### config.mk
export PLATFORM = sky130hd
export DESIGN_NAME = ahb_master_cntrlr
export DESIGN_NICKNAME = d
export VERILOG_FILES = /design/src/rtl/ahb_pkg.sv /design/src/rtl/ahb_beat_counter.sv /design/src/rtl/ahb_master_cntrlr.sv
export SDC_FILE = /design/constraint.sdc
export NUM_CORES = 1
export LEC_CHECK = 0
export CORE_ASPECT_RATIO = 0.6
export CORE_MARGIN = 2
export CORE_UTILIZATION = 31
export CTS_CLUSTER_SIZE = 40
export DETAILED_ROUTE_END_ITERATION = 8
export PLACE_DENSITY_LB_ADDON = 0.12
export SLEW_MARGIN = 15
export SYNTH_ARGS = -nofsm -noshare
export SYNTH_HDL_FRONTEND = slang
export SYNTH_HIERARCHICAL = 1
export SYNTH_SLANG_ARGS = --single-unit
### constraint.sdc
create_clock -name clk -period 2.6 [get_ports clk]
set_input_delay 0.78 -clock clk [delete_from_list [all_inputs] [get_ports clk]]
set_output_delay 0.78 -clock clk [all_outputs]
set_load 0.005 [all_outputs]
### src/rtl/ahb_pkg.sv
// Shared AHB-Lite encodings and the master controller state type.
// Imported by both the master and the slave controllers.
package ahb_pkg;

  localparam logic [1:0] HTRANS_IDLE = 2'b00;
  localparam logic [1:0] HTRANS_BUSY = 2'b01;
  localparam logic [1:0] HTRANS_NSEQ = 2'b10;
  localparam logic [1:0] HTRANS_SEQ  = 2'b11;

  localparam logic [2:0] HSIZE_WORD  = 3'b010;
  localparam logic [2:0] HBURST_INCR = 3'b001;

  localparam logic [31:0] WORD_STRIDE = 32'd4;

  typedef enum logic [2:0] {
    MST_IDLE,
    MST_ADDR,
    MST_BURST,
    MST_LAST,
    MST_ERR
  } mstState_e;

  // An INCR burst may not carry SEQ across a 1 KB page, so such beats restart with NSEQ.
  function automatic logic onKbBoundary(input logic [31:0] addr);
    return (addr[9:0] == 10'd0);
  endfunction

endpackage

### src/rtl/ahb_beat_counter.sv
// Address and remaining-beat tracker for the AHB master; advances once per
// accepted address phase and flags the final beat and 1 KB page starts.
module ahb_beat_counter
  import ahb_pkg::*;
(
  input  logic        clk,
  input  logic        n_rst,
  input  logic        load_i,
  input  logic [31:0] loadAddr_i,
  input  logic [3:0]  loadLen_i,
  input  logic        advance_i,
  output logic [31:0] addr_o,
  output logic        lastBeat_o,
  output logic        boundary_o
);

  logic [31:0] addr_q, addr_d;
  logic [3:0]  beatsLeft_q, beatsLeft_d;

  always_comb begin
    addr_d      = addr_q;
    beatsLeft_d = beatsLeft_q;
    if (load_i) begin
      addr_d      = loadAddr_i;
      beatsLeft_d = loadLen_i;
    end else if (advance_i) begin
      addr_d = addr_q + WORD_STRIDE;
      if (beatsLeft_q != 4'd0) begin
        beatsLeft_d = beatsLeft_q - 4'd1;
      end
    end
  end

  always_ff @(posedge clk or negedge n_rst) begin
    if (!n_rst) begin
      addr_q      <= 32'd0;
      beatsLeft_q <= 4'd0;
    end else begin
      addr_q      <= addr_d;
      beatsLeft_q <= beatsLeft_d;
    end
  end

  // A zero count means the beat currently on the bus is the final one.
  assign addr_o     = addr_q;
  assign lastBeat_o = (beatsLeft_q == 4'd0);
  assign boundary_o = onKbBoundary(addr_q);

endmodule

### src/rtl/ahb_master_cntrlr.sv
// AHB-Lite INCR burst master: turns one request into a pipelined burst of word
// transfers, streaming write data in and read data out, with error abort.
module ahb_master_cntrlr
  import ahb_pkg::*;
(
  input  logic        clk,
  input  logic        n_rst,
  input  logic        req_valid,
  output logic        req_ready,
  input  logic        req_write,
  input  logic [31:0] req_addr,
  input  logic [3:0]  req_len,
  input  logic [31:0] wdata,
  output logic        wdata_pop,
  output logic [31:0] rdata,
  output logic        rdata_valid,
  output logic        done,
  output logic        error,
  output logic [31:0] haddr,
  output logic [1:0]  htrans,
  output logic        hwrite,
  output logic [2:0]  hsize,
  output logic [2:0]  hburst,
  output logic [31:0] hwdata,
  input  logic [31:0] hrdata,
  input  logic        hready,
  input  logic        hresp
);

  mstState_e   state_q, state_d;
  logic        write_q, write_d;
  logic        accept;
  logic        advance;
  logic        beatOk;
  logic        dataPhase;
  logic        lastBeat;
  logic        boundary;
  logic [31:0] beatAddr;

  assign accept    = req_valid && (state_q == MST_IDLE);
  assign dataPhase = (state_q == MST_BURST) || (state_q == MST_LAST);

  ahb_beat_counter u_beatCounter (
    .clk        (clk),
    .n_rst      (n_rst),
    .load_i     (accept),
    .loadAddr_i (req_addr),
    .loadLen_i  (req_len),
    .advance_i  (advance),
    .addr_o     (beatAddr),
    .lastBeat_o (lastBeat),
    .boundary_o (boundary)
  );

  always_ff @(posedge clk or negedge n_rst) begin
    if (!n_rst) begin
      state_q <= MST_IDLE;
      write_q <= 1'b0;
    end else begin
      state_q <= state_d;
      write_q <= write_d;
    end
  end

  // Address phase of beat n rides alongside the data phase of beat n-1, so a
  // single hready both accepts the address and completes the previous data.
  always_comb begin
    state_d = state_q;
    write_d = accept ? req_write : write_q;
    htrans  = HTRANS_IDLE;
    advance = 1'b0;
    beatOk  = 1'b0;
    done    = 1'b0;
    error   = 1'b0;
    case (state_q)
      MST_IDLE: begin
        if (req_valid) begin
          state_d = MST_ADDR;
        end
      end
      MST_ADDR: begin
        htrans = HTRANS_NSEQ;
        if (hready) begin
          advance = 1'b1;
          state_d = lastBeat ? MST_LAST : MST_BURST;
        end
      end
      MST_BURST: begin
        htrans = boundary ? HTRANS_NSEQ : HTRANS_SEQ;
        if (hresp) begin
          if (hready) begin
            error   = 1'b1;
            state_d = MST_IDLE;
          end else begin
            state_d = MST_ERR;
          end
        end else if (hready) begin
          beatOk  = 1'b1;
          advance = 1'b1;
          state_d = lastBeat ? MST_LAST : MST_BURST;
        end
      end
      MST_LAST: begin
        if (hresp) begin
          if (hready) begin
            error   = 1'b1;
            state_d = MST_IDLE;
          end else begin
            state_d = MST_ERR;
          end
        end else if (hready) begin
          beatOk  = 1'b1;
          done    = 1'b1;
          state_d = MST_IDLE;
        end
      end
      MST_ERR: begin
        if (hready) begin
          error   = 1'b1;
          state_d = MST_IDLE;
        end
      end
      default: begin
        state_d = MST_IDLE;
      end
    endcase
  end

  assign req_ready   = (state_q == MST_IDLE);
  assign haddr       = beatAddr;
  assign hwrite      = write_q;
  assign hsize       = HSIZE_WORD;
  assign hburst      = HBURST_INCR;
  assign hwdata      = (dataPhase && write_q) ? wdata : 32'd0;
  assign wdata_pop   = beatOk && write_q;
  assign rdata_valid = beatOk && !write_q;
  assign rdata       = rdata_valid ? hrdata : 32'd0;

endmodule

==> results.sh, run 1 <==
export IMPL_track_usage_pct=21.00
export IMPL_worst_clock_skew_ns=0.005823
export IMPL_combPwrFrac_pct=58.4
export IMPL_wl_met1_mm=4.779
export IMPL_synth_ff_type="dfrtp_1"
export IMPL_clock_sinks=40
export IMPL_cts_max_level=2
export IMPL_synth_area_leaders="dfrtp_1 34%, and2_1 11%, o21ai_0 5.0%"
export IMPL_num_io_pins=216
export IMPL_ant_nets=0
export IMPL_nFillCells=817
export IMPL_vias_per_cell=4.812
export IMPL_port_buffer_count=209
export IMPL_first_pass_iters=4
export IMPL_startpoint="hresp"
export IMPL_status="finished clean"
export IMPL_tritoncts="built"
export IMPL_multi_input_area_um2=1826
export IMPL_die_x_um=129.3
export IMPL_synth_fa_ha_area_share_pct=1.715
export IMPL_rsz0062_at_grt="true"
export IMPL_vias=3479
export IMPL_cap_viol_max_count=0
export IMPL_die_area_um2=10230
export IMPL_synth_xor_area_share_pct=4.503
export IMPL_path_clk_slew_ns=0.06
export IMPL_final_layout_size_suffix_gt1_share_pct=22.26
export IMPL_final_area_um2=5663
export IMPL_cts_max_path_buffers=2
export IMPL_swShare_pct=37.44
export IMPL_syn_to_final_growth_pct=94.08
export IMPL_dp_hpwl_mm=8.440
export IMPL_routedWlPerCell_um=15.84
export IMPL_synth_top_family_by_area="simple AND/OR/NAND/NOR gates"
export IMPL_critPathMaxFanout=3
export IMPL_clockPowerShare_pct=13.6
export IMPL_initialDrtViolationCount=132
export IMPL_hold_buffers=0
export IMPL_start_util_pct=31.87
export IMPL_max_vdd_ir_drop_uv=427.6
export IMPL_ys_seq_elements=40
export IMPL_synth_enable_flop_cells=0
export IMPL_drc=0
export IMPL_ys_warn_count=6
export IMPL_grt_pass1_wl_mm=16.95
export IMPL_setup_tns_ns=0
export IMPL_finalSetupViolCount=0
export IMPL_required_ns=2.80
export IMPL_synth_cell_types=46
export IMPL_synth_top_cell_area_share_pct=34.31
export IMPL_period_share_pct=98.44
export IMPL_drv_slew=0
export IMPL_synth_simple_area_share_pct=37.65
export IMPL_dr_wl_met3_um=868
export IMPL_layout_nets=702
export IMPL_seqPwrFrac_pct=28.0
export IMPL_syn_area_per_cell_um2=8.219
export IMPL_p_sw_mw=1.720
export IMPL_topRoutingLayerUsed="met4"
export IMPL_crit_type="input pin to register"
export IMPL_power_density_nw_per_um2=811.1
export IMPL_fin_util_pct=61.86
export IMPL_wl_mm=11.46
export IMPL_grt_max_degree=41
export IMPL_wl_met2_mm=5.682
export IMPL_seqCellArea_um2=1003
export IMPL_place_gp_congestion=0.8102
export IMPL_core_area_um2=9155
export IMPL_final_cell_mix="136 x clkdlybuf4s50_1, 46 x and2_1, 38 x dfrtp_1"
export IMPL_critical_path_arrival_ns=2.76
export IMPL_syn_cell_area_um2=2918
export IMPL_startpoint_type="input pin"
export IMPL_synth_top_area_cell="dfrtp_1"
export IMPL_yosysSeqAreaShare_pct=34.31
export IMPL_endpoint_kind="register"
export IMPL_r2r_start="state_q[1]"
export IMPL_clock_latency_ns=0.28
export IMPL_synth_compound_area_share_pct=10.98
export IMPL_synth_async_reset_ratio_pct=100.0
export IMPL_layout_commonest_cell="clkdlybuf4s50_1"
export IMPL_antenna_cells=0
export IMPL_grt_pass1_vias=3311
export IMPL_p_leak_nw=2.479
export IMPL_numCtsBuffers=5
export IMPL_intPower_mw=2.873
export IMPL_grt_ovfl_total=0
export IMPL_muxShareOfSynthArea_pct=3.002
export IMPL_placed_cell_area_um2=5304
export IMPL_die_y_um=79.15
export IMPL_grt_antenna_before_repair=0
export IMPL_max_freq_ghz=0.3907
export IMPL_cts_root_buffer="clkbuf_16"
export IMPL_r2r_cells=9
export IMPL_hold_violations=0
export IMPL_finalPower_mw=4.593
export IMPL_fin_crit_ns=2.560
export IMPL_synthCells=355
export IMPL_num_rows=27
export IMPL_hp_class="input pin to async pin"
## per-layer routing
| metal | GRT usage [%] | up-vias |
|---|---|---|
| met1 | 26.74 | 1642 |
| met5 | 0 | - |
| met4 | 4.130 | 0 |
| li1 | - | 1694 |
| met2 | 36.37 | 130 |
| met3 | 5.121 | 13 |
## per-stage QoR
stage	std cells	hold slack (ns)	setup WS, ns
after floorplan	359	0.4844	0.01791
after CTS	723	0.4749	-0.1890
after global placement	699	0.5141	-0.8308
after global routing	723	0.4914	-0.02986
final	723	0.4657	0.04046
after detailed placement	699	0.5490	-0.8018
## cells in the mapped netlist (4+ instances only)
library cell  number
a21oi_1            6
a31oi_1           15
and2_1            53
and2_2            12
buf_4              7
buf_6              4
clkbuf_1          12
dfrtp_1           40
ha_1               4
inv_1              9
mux2_2             5
nand2_1           25
nand3_1           12
nand4_1            9
nor2_1            24
nor3_1             8
nor4_1             8
o21ai_0           29
or3_1             12
or4_1              6
xnor2_1           11
xor2_1             4
## worst max-delay path, stage by stage
cell      delay [ns]
buf_6           0.09
nand2b_4        0.14
buf_6           0.13
mux2_4          0.27
nor3_4          0.21
buf_6           0.16
nand3_4         0.08
or4_4           0.42
or3_1           0.31
a31oi_1         0.17
## path summary, 6_finish.rpt
kind                                            end  slack [ns]
max in group asynchronous                state_q[2]        1.91
hold reg to reg             u_beatCounter/addr_o[0]        0.57
hold / removal             u_beatCounter/addr_o[28]        0.47
setup reg to reg           u_beatCounter/addr_o[16]        0.22
setup / recovery           u_beatCounter/addr_o[16]        0.04
min in group clk            u_beatCounter/addr_o[0]        0.57
## power by group through the flow
| stage | Sequential, mW | Combinational, mW | Clock [mW] |
|---|---|---|---|
| floorplan | 1.24 | 1.10 | 0 |
| global placement | 1.26 | 2.51 | 0 |
| detailed placement | 1.27 | 2.55 | 0 |
| CTS | 1.26 | 2.64 | 0.643 |
| global route | 1.34 | 2.92 | 0.668 |
| finish | 1.29 | 2.68 | 0.623 |
## sequential cells by signal (all words and copies together), names as in the netlist
signal and count:
state_q 3, u_beatCounter/beatsLeft_q 4, hwrite 1, u_beatCounter/addr_o 32
## timing repair
action                     in CTS  in global routing
resized for setup             215                 27
setup buffers                  12                  3
pin swaps                      15                  5
gates cloned                    4                  0
setup endpoints to repair      96                 49
## cell families (layout without fill, tap and decap cells)
family / Yosys count / in the layout
simple gates: 188 / 188
compound gates: 56 / 56
buf+inv: 42 / 276
flops: 40 / 40
xor+xnor: 15 / 15
mux: 8 / 8
fa+ha+maj: 4 / 4
other cells: 2 / 6
## area by class of cell
class / instances / area share [%]
multi-input combinational: 277 / 32.24
clock buffer: 8 / 2.585
tap: 130 / 2.872
timing repair buffer: 257 / 43.86
sequential: 40 / 17.72
inverter: 11 / 0.7291
(Power assumes the default switching activity.)
==> run 2: changes to the inputs <==
Settings changed: CORE_UTILIZATION 31 to 32, CTS_BUF_LIST from default to sky130_fd_sc_hd__clkbuf_4 sky130_fd_sc_hd__clkbuf_8, SLEW_MARGIN 15 to default.
==> results.sh, run 2 (synthesis gave the netlist of run 1 again) <==
export IMPL_placed_cell_area_um2=5234
export IMPL_antenna_cells=0
export IMPL_setup_tns_ns=0
export IMPL_critical_path_arrival_ns=2.79
export IMPL_dp_hpwl_mm=8.528
export IMPL_tritoncts="built"
export IMPL_final_layout_size_suffix_gt1_share_pct=20.51
export IMPL_cap_viol_max_count=0
export IMPL_seqPwrFrac_pct=31.0
export IMPL_endpoint_kind="register"
export IMPL_seqCellArea_um2=1002
export IMPL_grt_pass1_wl_mm=17.34
export IMPL_clock_latency_ns=0.28
export IMPL_p_leak_nw=2.376
export IMPL_worst_pin_slew_ns=0.5487
export IMPL_path_clk_slew_ns=0.08
export IMPL_layout_commonest_cell="clkdlybuf4s50_1"
export IMPL_status="finished clean"
export IMPL_required_ns=2.81
export IMPL_ant_nets=0
export IMPL_largest_reg_flops=32
export IMPL_critPathMaxFanout=5
export IMPL_fin_crit_ns=2.584
export IMPL_finalSetupViolCount=0
export IMPL_syn_to_final_growth_pct=84.56
export IMPL_num_rows=26
export IMPL_numCtsBuffers=5
export IMPL_grt_ovfl_total=0
export IMPL_crit_type="input pin to register"
export IMPL_hold_violations=0
export IMPL_multi_input_area_um2=1774
export IMPL_place_gp_congestion=0.8383
export IMPL_port_buffer_count=209
export IMPL_combPwrFrac_pct=58.4
export IMPL_max_vdd_ir_drop_uv=399.8
export IMPL_grt_max_degree=41
export IMPL_die_y_um=77.97
export IMPL_intPower_mw=2.603
export IMPL_power_density_nw_per_um2=791.4
export IMPL_wl_mm=11.41
export IMPL_cts_root_buffer="clkbuf_8"
export IMPL_cts_max_path_buffers=2
export IMPL_initialDrtViolationCount=131
export IMPL_start_util_pct=33.59
export IMPL_grt_antenna_before_repair=0
export IMPL_layout_nets=694
export IMPL_routedWlPerCell_um=16.37
export IMPL_die_x_um=127.3
export IMPL_vias_per_cell=4.927
export IMPL_drv_slew=0
export IMPL_first_pass_iters=4
export IMPL_clock_sinks=40
export IMPL_drc=0
export IMPL_p_sw_mw=1.659
export IMPL_nFillCells=774
export IMPL_worst_clock_skew_ns=0.003276
export IMPL_fin_hold_ws_ns=0.5314
export IMPL_hold_buffers=0
export IMPL_period_share_pct=99.38
export IMPL_final_area_um2=5385
export IMPL_clockPowerShare_pct=10.6
export IMPL_rsz0062_at_grt="true"
export IMPL_final_cell_mix="137 x clkdlybuf4s50_1, 46 x and2_1, 39 x dfrtp_1"
export IMPL_finalPower_mw=4.262
export IMPL_maxSlewHeadroom_pct=63.42
export IMPL_num_io_pins=216
export IMPL_startpoint_type="input pin"
export IMPL_track_usage_pct=21.76
export IMPL_swShare_pct=38.92
export IMPL_die_area_um2=9923
export IMPL_core_area_um2=8686
export IMPL_cts_max_level=2
export IMPL_vias=3434
export IMPL_hp_class="register to register"
export IMPL_grt_pass1_vias=3302
export IMPL_max_freq_ghz=0.3870
==> run 2: changes by cell type in the layout (fill, tap and decap cells not counted), sizes merged <==
cell	previous run	this run
clkinvlp	0	1
buf	83	72
clkdlybuf4s50	136	137
clkbuf	9	10
==> run 2: worst paths after layout <==
check | startpoint | end | slack, ns | depth (start not counted)
max in group asynchronous | n_rst | state_q[2] | 1.64 | 2
setup / recovery | hresp | u_beatCounter/addr_o[16] | 0.02 | 10
hold / removal | state_q[2] | state_q[1] | 0.53 | 1
hold reg to reg | state_q[2] | state_q[1] | 0.53 | 1
setup reg to reg | u_beatCounter/addr_o[8] | u_beatCounter/addr_o[23] | 0.18 | 4
min in group asynchronous | n_rst | u_beatCounter/addr_o[28] | 0.56 | 2
==> run 2: layout make-up <==
cell class	count	area share [%]
Clock buffer	7	1.673
Timing Repair Buffer	249	43.26
Tap cell	112	2.602
Sequential cell	40	18.61
Multi-Input combinational cell	277	32.95
Clock inverter	1	0.1394
Inverter	11	0.7667
==> run 2: routing by layer <==
| metal | GRT usage [%] | wire [um] | up-vias |
|---|---|---|---|
| met1 | 27.52 | 4890 | 1596 |
| li1 | - | - | 1675 |
| met2 | 37.06 | 5471 | 151 |
| met5 | 0 | 0 | - |
| met4 | 4.505 | 182 | 0 |
| met3 | 6.276 | 864 | 12 |
==> run 2: worst max-delay path, stage by stage <==
cell and delay (ns):
buf_6 0.09, nand2b_4 0.14, buf_4 0.14, mux2_2 0.28, nor3_4 0.15, buf_4 0.17
nand3_1 0.11, or4_1 0.43, or3_1 0.32, a31oi_1 0.17
==> run 2: what timing repair did <==
action / 4_1_cts / 5_1_grt
setup endpoints to repair: 90 / 37
endpoints found under the hold margin: 0 / 0
gates cloned: 2 / 2
setup buffers: 7 / 3
pin swaps: 15 / 1
resized for setup: 193 / 15
==> run 2: power groups by stage <==
stage	Combinational (mW)	Sequential, mW	Clock, mW
after global placement	2.44	1.29	0
after global routing	2.73	1.37	0.489
after floorplan	1.10	1.24	0
after detailed placement	2.49	1.30	0
after CTS	2.46	1.30	0.467
final	2.49	1.32	0.453
==> run 2: metrics by stage <==
step,cells,util [%],setup WS [ns]
6_report,697,62.00,0.01604
5_1_grt,697,62.00,-0.02296
4_1_cts,695,61.21,-0.2161
3_5_place_dp,678,60.26,-0.6939
3_3_place_gp,678,60.26,-0.6826
2_1_floorplan,359,-,0.01791
